<file path="src/rtl/tile_draw_scheduler_pkg.sv">
// tile_sched_pkg: shared types and constants for the tile draw scheduler.
//   state_e  - scheduler FSM states
//   status_e - completion codes returned with each ack
//   REQ_BG / REQ_SP - requester IDs (also the arbiter grant_id encoding)
//   tile_base() - tile index to ROM byte address (index * 192)
package tile_sched_pkg;

  localparam int TILE_BYTES    = 192;
  localparam int NUM_TILES     = 21;
  localparam int SCREEN_W      = 160;
  localparam int SCREEN_H      = 120;
  localparam int START_TIMEOUT = 4;

  typedef enum logic [2:0] {
    IDLE,
    CHECK,
    ISSUE,
    WAIT_START,
    WAIT_DONE,
    ACK
  } state_e;

  typedef enum logic [1:0] {
    ST_OK        = 2'b00,
    ST_BAD_TILE  = 2'b01,
    ST_OFFSCREEN = 2'b10,
    ST_TIMEOUT   = 2'b11
  } status_e;

  localparam logic REQ_BG = 1'b0;
  localparam logic REQ_SP = 1'b1;

  // 192 = 128 + 64, so the product is two shifted copies of the index.
  function automatic logic [11:0] tile_base(input logic [4:0] tile);
    return ({7'd0, tile} << 7) + ({7'd0, tile} << 6);
  endfunction

endpackage

</file>
<file path="src/rtl/tile_draw_scheduler_if.sv">
// tile_draw_scheduler_if: requester and drawer signals of the scheduler.
//   bg_* / sp_*  - request, operands and ack of the two requesters
//   status       - completion code, meaningful only while an ack is high
//   drw_*        - draw pulse, operands and busy of the shared tile drawer
//   sched_busy   - scheduler is not idle
// slave modport: scheduler side.  master modport: requesters + drawer side.
interface tile_draw_scheduler_if;
  logic        bg_req;
  logic [4:0]  bg_tile;
  logic [7:0]  bg_x;
  logic [7:0]  bg_y;
  logic        bg_ack;
  logic        sp_req;
  logic [4:0]  sp_tile;
  logic [7:0]  sp_x;
  logic [7:0]  sp_y;
  logic        sp_ack;
  logic [1:0]  status;
  logic        drw_draw;
  logic [11:0] drw_tile_base;
  logic [7:0]  drw_x;
  logic [7:0]  drw_y;
  logic        drw_busy;
  logic        sched_busy;

  modport slave (
    input  bg_req, bg_tile, bg_x, bg_y, sp_req, sp_tile, sp_x, sp_y, drw_busy,
    output bg_ack, sp_ack, status, drw_draw, drw_tile_base, drw_x, drw_y, sched_busy
  );

  modport master (
    output bg_req, bg_tile, bg_x, bg_y, sp_req, sp_tile, sp_x, sp_y, drw_busy,
    input  bg_ack, sp_ack, status, drw_draw, drw_tile_base, drw_x, drw_y, sched_busy
  );
endinterface

</file>
<file path="src/rtl/tile_draw_scheduler_rr_arbiter2.sv">
// rr_arbiter2: two-way round-robin arbiter.
//   clk, resetn - clock, asynchronous active-low reset
//   req[1:0]    - bit 0 = bg, bit 1 = sp
//   advance     - commit the current grant and move the pointer
//   grant[1:0]  - one-hot grant (zero when nothing is requested)
//   grant_id    - index of the granted requester
// The pointer holds the ID that wins a tie; it resets to bg.
module rr_arbiter2
  import tile_sched_pkg::*;
(
  input  logic       clk,
  input  logic       resetn,
  input  logic [1:0] req,
  input  logic       advance,
  output logic [1:0] grant,
  output logic       grant_id
);

  logic ptr_q;
  logic ptr_d;

  always_comb begin
    grant_id = REQ_BG;
    if (req == 2'b11) begin
      grant_id = ptr_q;
    end else if (req[1]) begin
      grant_id = REQ_SP;
    end
    grant = 2'b00;
    if (req != 2'b00) begin
      grant = (grant_id == REQ_SP) ? 2'b10 : 2'b01;
    end
    ptr_d = ptr_q;
    if (advance && (req != 2'b00)) begin
      ptr_d = ~grant_id;
    end
  end

  always_ff @(posedge clk or negedge resetn) begin
    if (!resetn) begin
      ptr_q <= REQ_BG;
    end else begin
      ptr_q <= ptr_d;
    end
  end

endmodule

</file>
<file path="src/rtl/tile_draw_scheduler.sv">
// tile_draw_scheduler: shares one tile drawer between the background walker
// (bg) and the sprite engine (sp).
//   clk, resetn - clock, asynchronous active-low reset
//   bus (slave) - requester handshakes, status, drawer operands/handshake
// Flow: IDLE grant -> CHECK latch + validate -> ISSUE draw pulse ->
// WAIT_START (bounded) -> WAIT_DONE -> ACK one-cycle pulse -> IDLE.
module tile_draw_scheduler
  import tile_sched_pkg::*;
#(
  parameter int SCREEN_W      = tile_sched_pkg::SCREEN_W,
  parameter int SCREEN_H      = tile_sched_pkg::SCREEN_H,
  parameter int START_TIMEOUT = tile_sched_pkg::START_TIMEOUT
) (
  input logic                  clk,
  input logic                  resetn,
  tile_draw_scheduler_if.slave bus
);

  localparam logic [4:0] TILE_LIMIT = 5'(NUM_TILES);
  localparam logic [7:0] X_MAX      = 8'(SCREEN_W - 8);
  localparam logic [7:0] Y_MAX      = 8'(SCREEN_H - 8);
  localparam logic [2:0] TMO_LAST   = 3'(START_TIMEOUT - 1);

  state_e      state_q, state_d;
  logic [2:0]  timer_q, timer_d;
  logic        gnt_id_q, gnt_id_d;
  status_e     status_q, status_d;
  logic [4:0]  tile_q, tile_d;
  logic [7:0]  x_q, x_d;
  logic [7:0]  y_q, y_d;

  logic [1:0]  req;
  logic [1:0]  grant;
  logic        grant_id;
  logic        advance;
  logic [4:0]  sel_tile;
  logic [7:0]  sel_x;
  logic [7:0]  sel_y;
  logic        drive_ops;

  assign req = {bus.sp_req, bus.bg_req};

  rr_arbiter2 u_arb (
    .clk      (clk),
    .resetn   (resetn),
    .req      (req),
    .advance  (advance),
    .grant    (grant),
    .grant_id (grant_id)
  );

  assign sel_tile = (gnt_id_q == REQ_SP) ? bus.sp_tile : bus.bg_tile;
  assign sel_x    = (gnt_id_q == REQ_SP) ? bus.sp_x    : bus.bg_x;
  assign sel_y    = (gnt_id_q == REQ_SP) ? bus.sp_y    : bus.bg_y;

  always_comb begin
    state_d  = state_q;
    timer_d  = timer_q;
    gnt_id_d = gnt_id_q;
    status_d = status_q;
    tile_d   = tile_q;
    x_d      = x_q;
    y_d      = y_q;
    advance  = 1'b0;
    case (state_q)
      IDLE: begin
        if (grant != 2'b00) begin
          advance  = 1'b1;
          gnt_id_d = grant_id;
          state_d  = CHECK;
        end
      end
      CHECK: begin
        tile_d = sel_tile;
        x_d    = sel_x;
        y_d    = sel_y;
        if (sel_tile >= TILE_LIMIT) begin
          status_d = ST_BAD_TILE;
          state_d  = ACK;
        end else if ((sel_x > X_MAX) || (sel_y > Y_MAX)) begin
          status_d = ST_OFFSCREEN;
          state_d  = ACK;
        end else begin
          status_d = ST_OK;
          state_d  = ISSUE;
        end
      end
      ISSUE: begin
        timer_d = 3'd0;
        state_d = WAIT_START;
      end
      WAIT_START: begin
        // Busy is honoured even on the last allowed cycle.
        if (bus.drw_busy) begin
          state_d = WAIT_DONE;
        end else if (timer_q == TMO_LAST) begin
          status_d = ST_TIMEOUT;
          state_d  = ACK;
        end else begin
          timer_d = timer_q + 3'd1;
        end
      end
      WAIT_DONE: begin
        if (!bus.drw_busy) begin
          status_d = ST_OK;
          state_d  = ACK;
        end
      end
      ACK: begin
        state_d = IDLE;
      end
      default: begin
        state_d = IDLE;
      end
    endcase
  end

  always_ff @(posedge clk or negedge resetn) begin
    if (!resetn) begin
      state_q  <= IDLE;
      timer_q  <= 3'd0;
      gnt_id_q <= REQ_BG;
    end else begin
      state_q  <= state_d;
      timer_q  <= timer_d;
      gnt_id_q <= gnt_id_d;
    end
  end

  always_ff @(posedge clk) begin
    status_q <= status_d;
    tile_q   <= tile_d;
    x_q      <= x_d;
    y_q      <= y_d;
  end

  // Outputs decode from the state register alone, so reset clears them at once.
  assign drive_ops = (state_q == ISSUE) || (state_q == WAIT_START) || (state_q == WAIT_DONE);

  assign bus.drw_draw      = (state_q == ISSUE);
  assign bus.drw_tile_base = drive_ops ? tile_base(tile_q) : 12'd0;
  assign bus.drw_x         = drive_ops ? x_q : 8'd0;
  assign bus.drw_y         = drive_ops ? y_q : 8'd0;
  assign bus.bg_ack        = (state_q == ACK) && (gnt_id_q == REQ_BG);
  assign bus.sp_ack        = (state_q == ACK) && (gnt_id_q == REQ_SP);
  assign bus.status        = (state_q == ACK) ? status_q : ST_OK;
  assign bus.sched_busy    = (state_q != IDLE);

endmodule

</file>
<file path="src/flat_wrapper.sv">
// flat-port wrapper written by rule: the top's interface ports become plain ports
module tile_draw_scheduler_flat import tile_sched_pkg::*;
#(
  parameter int SCREEN_W      = tile_sched_pkg::SCREEN_W,
  parameter int SCREEN_H      = tile_sched_pkg::SCREEN_H,
  parameter int START_TIMEOUT = tile_sched_pkg::START_TIMEOUT
)
  (clk, resetn, bus_bg_req, bus_bg_tile, bus_bg_x, bus_bg_y, bus_sp_req, bus_sp_tile, bus_sp_x, bus_sp_y, bus_drw_busy, bus_bg_ack, bus_sp_ack, bus_status, bus_drw_draw, bus_drw_tile_base, bus_drw_x, bus_drw_y, bus_sched_busy);
  tile_draw_scheduler_if bus_i ();
  input logic clk;
  input logic resetn;
  input wire logic [$bits(bus_i.bg_req)-1:0] bus_bg_req;
  input wire logic [$bits(bus_i.bg_tile)-1:0] bus_bg_tile;
  input wire logic [$bits(bus_i.bg_x)-1:0] bus_bg_x;
  input wire logic [$bits(bus_i.bg_y)-1:0] bus_bg_y;
  input wire logic [$bits(bus_i.sp_req)-1:0] bus_sp_req;
  input wire logic [$bits(bus_i.sp_tile)-1:0] bus_sp_tile;
  input wire logic [$bits(bus_i.sp_x)-1:0] bus_sp_x;
  input wire logic [$bits(bus_i.sp_y)-1:0] bus_sp_y;
  input wire logic [$bits(bus_i.drw_busy)-1:0] bus_drw_busy;
  output wire logic [$bits(bus_i.bg_ack)-1:0] bus_bg_ack;
  output wire logic [$bits(bus_i.sp_ack)-1:0] bus_sp_ack;
  output wire logic [$bits(bus_i.status)-1:0] bus_status;
  output wire logic [$bits(bus_i.drw_draw)-1:0] bus_drw_draw;
  output wire logic [$bits(bus_i.drw_tile_base)-1:0] bus_drw_tile_base;
  output wire logic [$bits(bus_i.drw_x)-1:0] bus_drw_x;
  output wire logic [$bits(bus_i.drw_y)-1:0] bus_drw_y;
  output wire logic [$bits(bus_i.sched_busy)-1:0] bus_sched_busy;
  assign bus_i.bg_req = bus_bg_req;
  assign bus_i.bg_tile = bus_bg_tile;
  assign bus_i.bg_x = bus_bg_x;
  assign bus_i.bg_y = bus_bg_y;
  assign bus_i.sp_req = bus_sp_req;
  assign bus_i.sp_tile = bus_sp_tile;
  assign bus_i.sp_x = bus_sp_x;
  assign bus_i.sp_y = bus_sp_y;
  assign bus_i.drw_busy = bus_drw_busy;
  assign bus_bg_ack = bus_i.bg_ack;
  assign bus_sp_ack = bus_i.sp_ack;
  assign bus_status = bus_i.status;
  assign bus_drw_draw = bus_i.drw_draw;
  assign bus_drw_tile_base = bus_i.drw_tile_base;
  assign bus_drw_x = bus_i.drw_x;
  assign bus_drw_y = bus_i.drw_y;
  assign bus_sched_busy = bus_i.sched_busy;
  tile_draw_scheduler #(.SCREEN_W(SCREEN_W), .SCREEN_H(SCREEN_H), .START_TIMEOUT(START_TIMEOUT)) u_core (.clk(clk), .resetn(resetn), .bus(bus_i));
endmodule
</file>
<file path="config.mk">
export PLATFORM = sky130hd
export DESIGN_NAME = tile_draw_scheduler_flat
export DESIGN_NICKNAME = d
export VERILOG_FILES = /design/src/rtl/tile_draw_scheduler_pkg.sv /design/src/rtl/tile_draw_scheduler_if.sv /design/src/rtl/tile_draw_scheduler_rr_arbiter2.sv /design/src/rtl/tile_draw_scheduler.sv /design/src/flat_wrapper.sv
export SDC_FILE = /design/constraint.sdc
export NUM_CORES = 1
export LEC_CHECK = 0
export ABC_CLOCK_PERIOD_IN_PS = 2920
export CORE_UTILIZATION = 43
export DETAILED_ROUTE_END_ITERATION = 8
export PLACE_DENSITY = 0.82
export RECOVER_POWER = 25
export SLEW_MARGIN = 20
export SYNTH_ARGS = -nofsm -noshare
export SYNTH_HDL_FRONTEND = slang
export SYNTH_SLANG_ARGS = --single-unit
</file>
<file path="constraint.sdc">
create_clock -name clk -period 2.92 [get_ports clk]
set_input_delay 0.73 -clock clk [delete_from_list [all_inputs] [get_ports clk]]
set_output_delay 0.73 -clock clk [all_outputs]
set_load 0.005 [all_outputs]
</file>
==> impl_metrics.py <==
metrics = {
    "power_and_ir_drop": {
        "power_density_nw_per_um2": 970,
        "clkPwrFrac_pct": 11.1,
        "p_sw_mw": 0.995,
        "p_int_mw": 1.74,
        "total_power_mw": 2.74,
        "ir_drop_mv": 0.618,
        "p_seq_share_pct": 32.3,
        "p_comb_share_pct": 56.6,
        "switching_share_pct": 36.3,
        "leakagePower_nw": 1.13,
    },
    "clocking": {
        "cts_buffer_depth": 2,
        "clk_latency_ps": 270,
        "clk_pin_slew_worst_paths_ps": 60,
        "ctsHoldBuffers": 0,
        "cts_max_level": 2,
        "clkSinkCount": 31,
        "numCtsBuffers": 5,
        "cts_root_buffer": "clkbuf_8",
        "cts_tree": "yes",
    },
    "placement": {
        "placed_cell_area_sq_um": 2730,
        "placedCellCount": 305,
        "port_buffers": 74,
        "routabilityCongestion": 0.885,
        "dp_hpwl_mm": 3.23,
        "dp_slack_ps": 210,
    },
    "die": {
        "initial_core_util_pct": 44.8,
        "num_rows": 24,
        "coreArea_sq_um": 4350,
        "die_y_um": 69.4,
        "ioPinCount": 81,
        "die-width_um": 69.4,
        "dieArea_sq_um": 4810,
    },
    "synthesis": {
        "ys.flop_type": "edfxtp_1",
        "yosysTopAreaCell": "edfxtp_1",
        "muxShareOfSynthArea_pct": 12.4,
        "synthArstFlopShare_pct": 25.8,
        "synthAdderAreaFrac_pct": 4.87,
        "synth_compound_area_share_pct": 12.1,
        "synth_commonest_cells": "edfxtp_1, nor2b_1, mux2_2",
        "yosysWarningCount": 0,
        "synth_cell_types": 40,
        "synth_simple_gate_area_share_pct": 16.4,
        "netlist_instances": 184,
        "synth_seq_cells": 31,
        "netlist.area_leader.share_pct": 35.4,
        "yosysMostFrequentCell": "edfxtp_1",
        "syn_area_sq_um": 1950,
        "syn_area_per_cell_sq_um": 10.6,
        "synthTopCellsByArea": "edfxtp_1, dfrtp_1, mux2_2",
        "synth_top_family_by_area": "simple AND/OR/NAND/NOR gates",
        "synth_edf_count": 23,
        "synth-xor-area-share_pct": 1.35,
        "yosysSeqAreaShare_pct": 45.7,
    },
    "finish": {
        "fin_cells": 313,
        "drive_gt1_share_pct": 12.6,
        "area_delta_synth_final_pct": 44.8,
        "layout.nets": 315,
        "stdcell_area_sq_um": 2830,
        "final_util_pct": 64.9,
        "diodes": 0,
        "n_fill_cell": 344,
    },
    "run": {
        "maxCapViolations": 0,
    },
    "routing": {
        "firstDrtPassIters": 4,
        "final_antenna_net_count": 0,
        "via_count": 1579,
        "avgRoutedWirePerCell_um": 13.4,
        "vias_per_cell": 5.04,
        "wl_mm": 4.21,
        "drc": 0,
        "first_iter_violations": 58,
    },
    "critical_path": {
        "max_stage_delay_ps": 390,
        "cp_data_required_time_ps": 2190,
        "r2r_end": "u_core.status_q[1]",
        "worstPathArrival_ps": 2040,
        "path_common_cell": "inv_1",
        "startpoint": "u_core.tile_q[0]",
        "worstRegToRegCells": 6,
        "crit_chain": "ha_1 > inv_1 > fa_2 > inv_1 > a21o_1 > a21oi_2 > xor2_1 > nor2_1 > dlygate4sd2_1",
        "path_depth": 9,
        "critPathBufInv": 3,
        "crit_slowest_cell": "edfxtp_1",
        "path_class": "flop to primary output",
        "start_kind": "flop",
        "path_delay_family": "adder cells",
        "crit_path_end_kind": "primary output",
        "r2r_setup_slack_ps": 540,
        "cp-endpoint": "bus_drw_tile_base[11]",
        "r2r-start": "u_core.gnt_id_q",
        "critPathMaxFanout": 2,
    },
    "timing": {
        "slew_viol_final": 0,
        "setup_tns_ps": 0,
        "min_period_ps": 2770,
        "setup_ws_ps": 152,
        "fin_crit_sh_pct": 94.8,
        "relSlewSlack_pct": 53.5,
        "fmax_mhz": 361,
        "rsz0062_at_grt": "false",
        "hold_violations": 0,
        "holdWs_ps": 496,
        "worst_pin_slew_ps": 691,
        "clock_skew_ps": 10.9,
        "finalSetupViolCount": 0,
    },
    "min_path": {
        "hp-class": "flop to flop",
    },
    "grt": {
        "grt_max_degree": 23,
        "grtUsageTotal_pct": 17.3,
        "grt-ovfl-total": 0,
        "grt_pass1_vias": 1507,
        "grt_pass1_wl_mm": 6.55,
        "antenna_found_initial": 0,
    },
    "run_status": {
        "status": "finished, final reports clean",
    },
}
[worst min path at each step]
stage / startpoint / to / slack, ps / depth (start not counted)
floorplan: resetn / u_core.gnt_id_q / 430 / 0
global placement: u_core.u_arb.ptr_q / u_core.u_arb.ptr_q / 470 / 1
detailed placement: u_core.u_arb.ptr_q / u_core.u_arb.ptr_q / 480 / 1
CTS: u_core.u_arb.ptr_q / u_core.u_arb.ptr_q / 490 / 1
global route: u_core.u_arb.ptr_q / u_core.u_arb.ptr_q / 520 / 1
finish: u_core.u_arb.ptr_q / u_core.u_arb.ptr_q / 500 / 1
[placed cells by master (no fill, tap or decap), types with 5 or more instances in the layout]
master / instances
a21oi_1: 5
a31oi_1: 5
buf_4: 6
clkbuf_8: 5
clkdlybuf4s50_1: 71
conb_1: 6
dfrtp_1: 8
edfxtp_1: 23
ha_1: 6
inv_1: 13
mux2_2: 15
nand2_1: 9
nor2_1: 8
nor2b_1: 21
o21ai_0: 10
[flip-flops by register name (all words and copies together) (netlist names)]
| name | count |
|---|---|
| u_core.x_q | 8 |
| u_core.y_q | 8 |
| u_core.tile_q | 5 |
| u_core.state_q | 3 |
| u_core.timer_q | 3 |
| u_core.status_q | 2 |
| u_core.gnt_id_q | 1 |
| u_core.u_arb.ptr_q | 1 |
[power groups by stage]
stage | logic (mW) | clock network [mW] | registers [mW]
2_1_floorplan | 0.945 | 0 | 0.842
4_1_cts | 1.57 | 0.309 | 0.886
3_5_place_dp | 1.53 | 0 | 0.895
6_report | 1.55 | 0.305 | 0.885
5_1_grt | 1.70 | 0.329 | 0.908
3_3_place_gp | 1.50 | 0 | 0.891
[layer usage]
layer,vias up,part of all wire [%],GRT usage [%]
li1,797,-,-
met1,722,42,19.6
met2,54,51,30.4
met3,6,5.7,5.52
met4,0,1.5,6.12
met5,-,0,0
[repair_timing]
action / CTS / global route
buffers inserted: 1 / 0
gates resized for setup: 4 / 2
setup endpoints to repair: 22 / 1
[final cells by class]
cell class                      count  area [sq um]  share of cell area, %
Clock buffer                        5          68.8                   2.44
Clock inverter                      2          8.76                  0.310
Inverter                           13          48.8                   1.73
Multi-Input combinational cell    130           956                   33.8
Sequential cell                    31           891                   31.5
Tap cell                           52          65.1                   2.30
Timing Repair Buffer               80           787                   27.9
[cell families after synthesis]
family / count (synthesis)
AO/OA/AOI/OAI: 37
adder cells (fa/ha/maj): 7
AND/OR/NAND/NOR: 56
multiplexers: 21
XOR/XNOR: 3
other: 1
flip-flops: 31
buffers and inverters: 28
No activity file was read; power rests on OpenSTA's default activity.
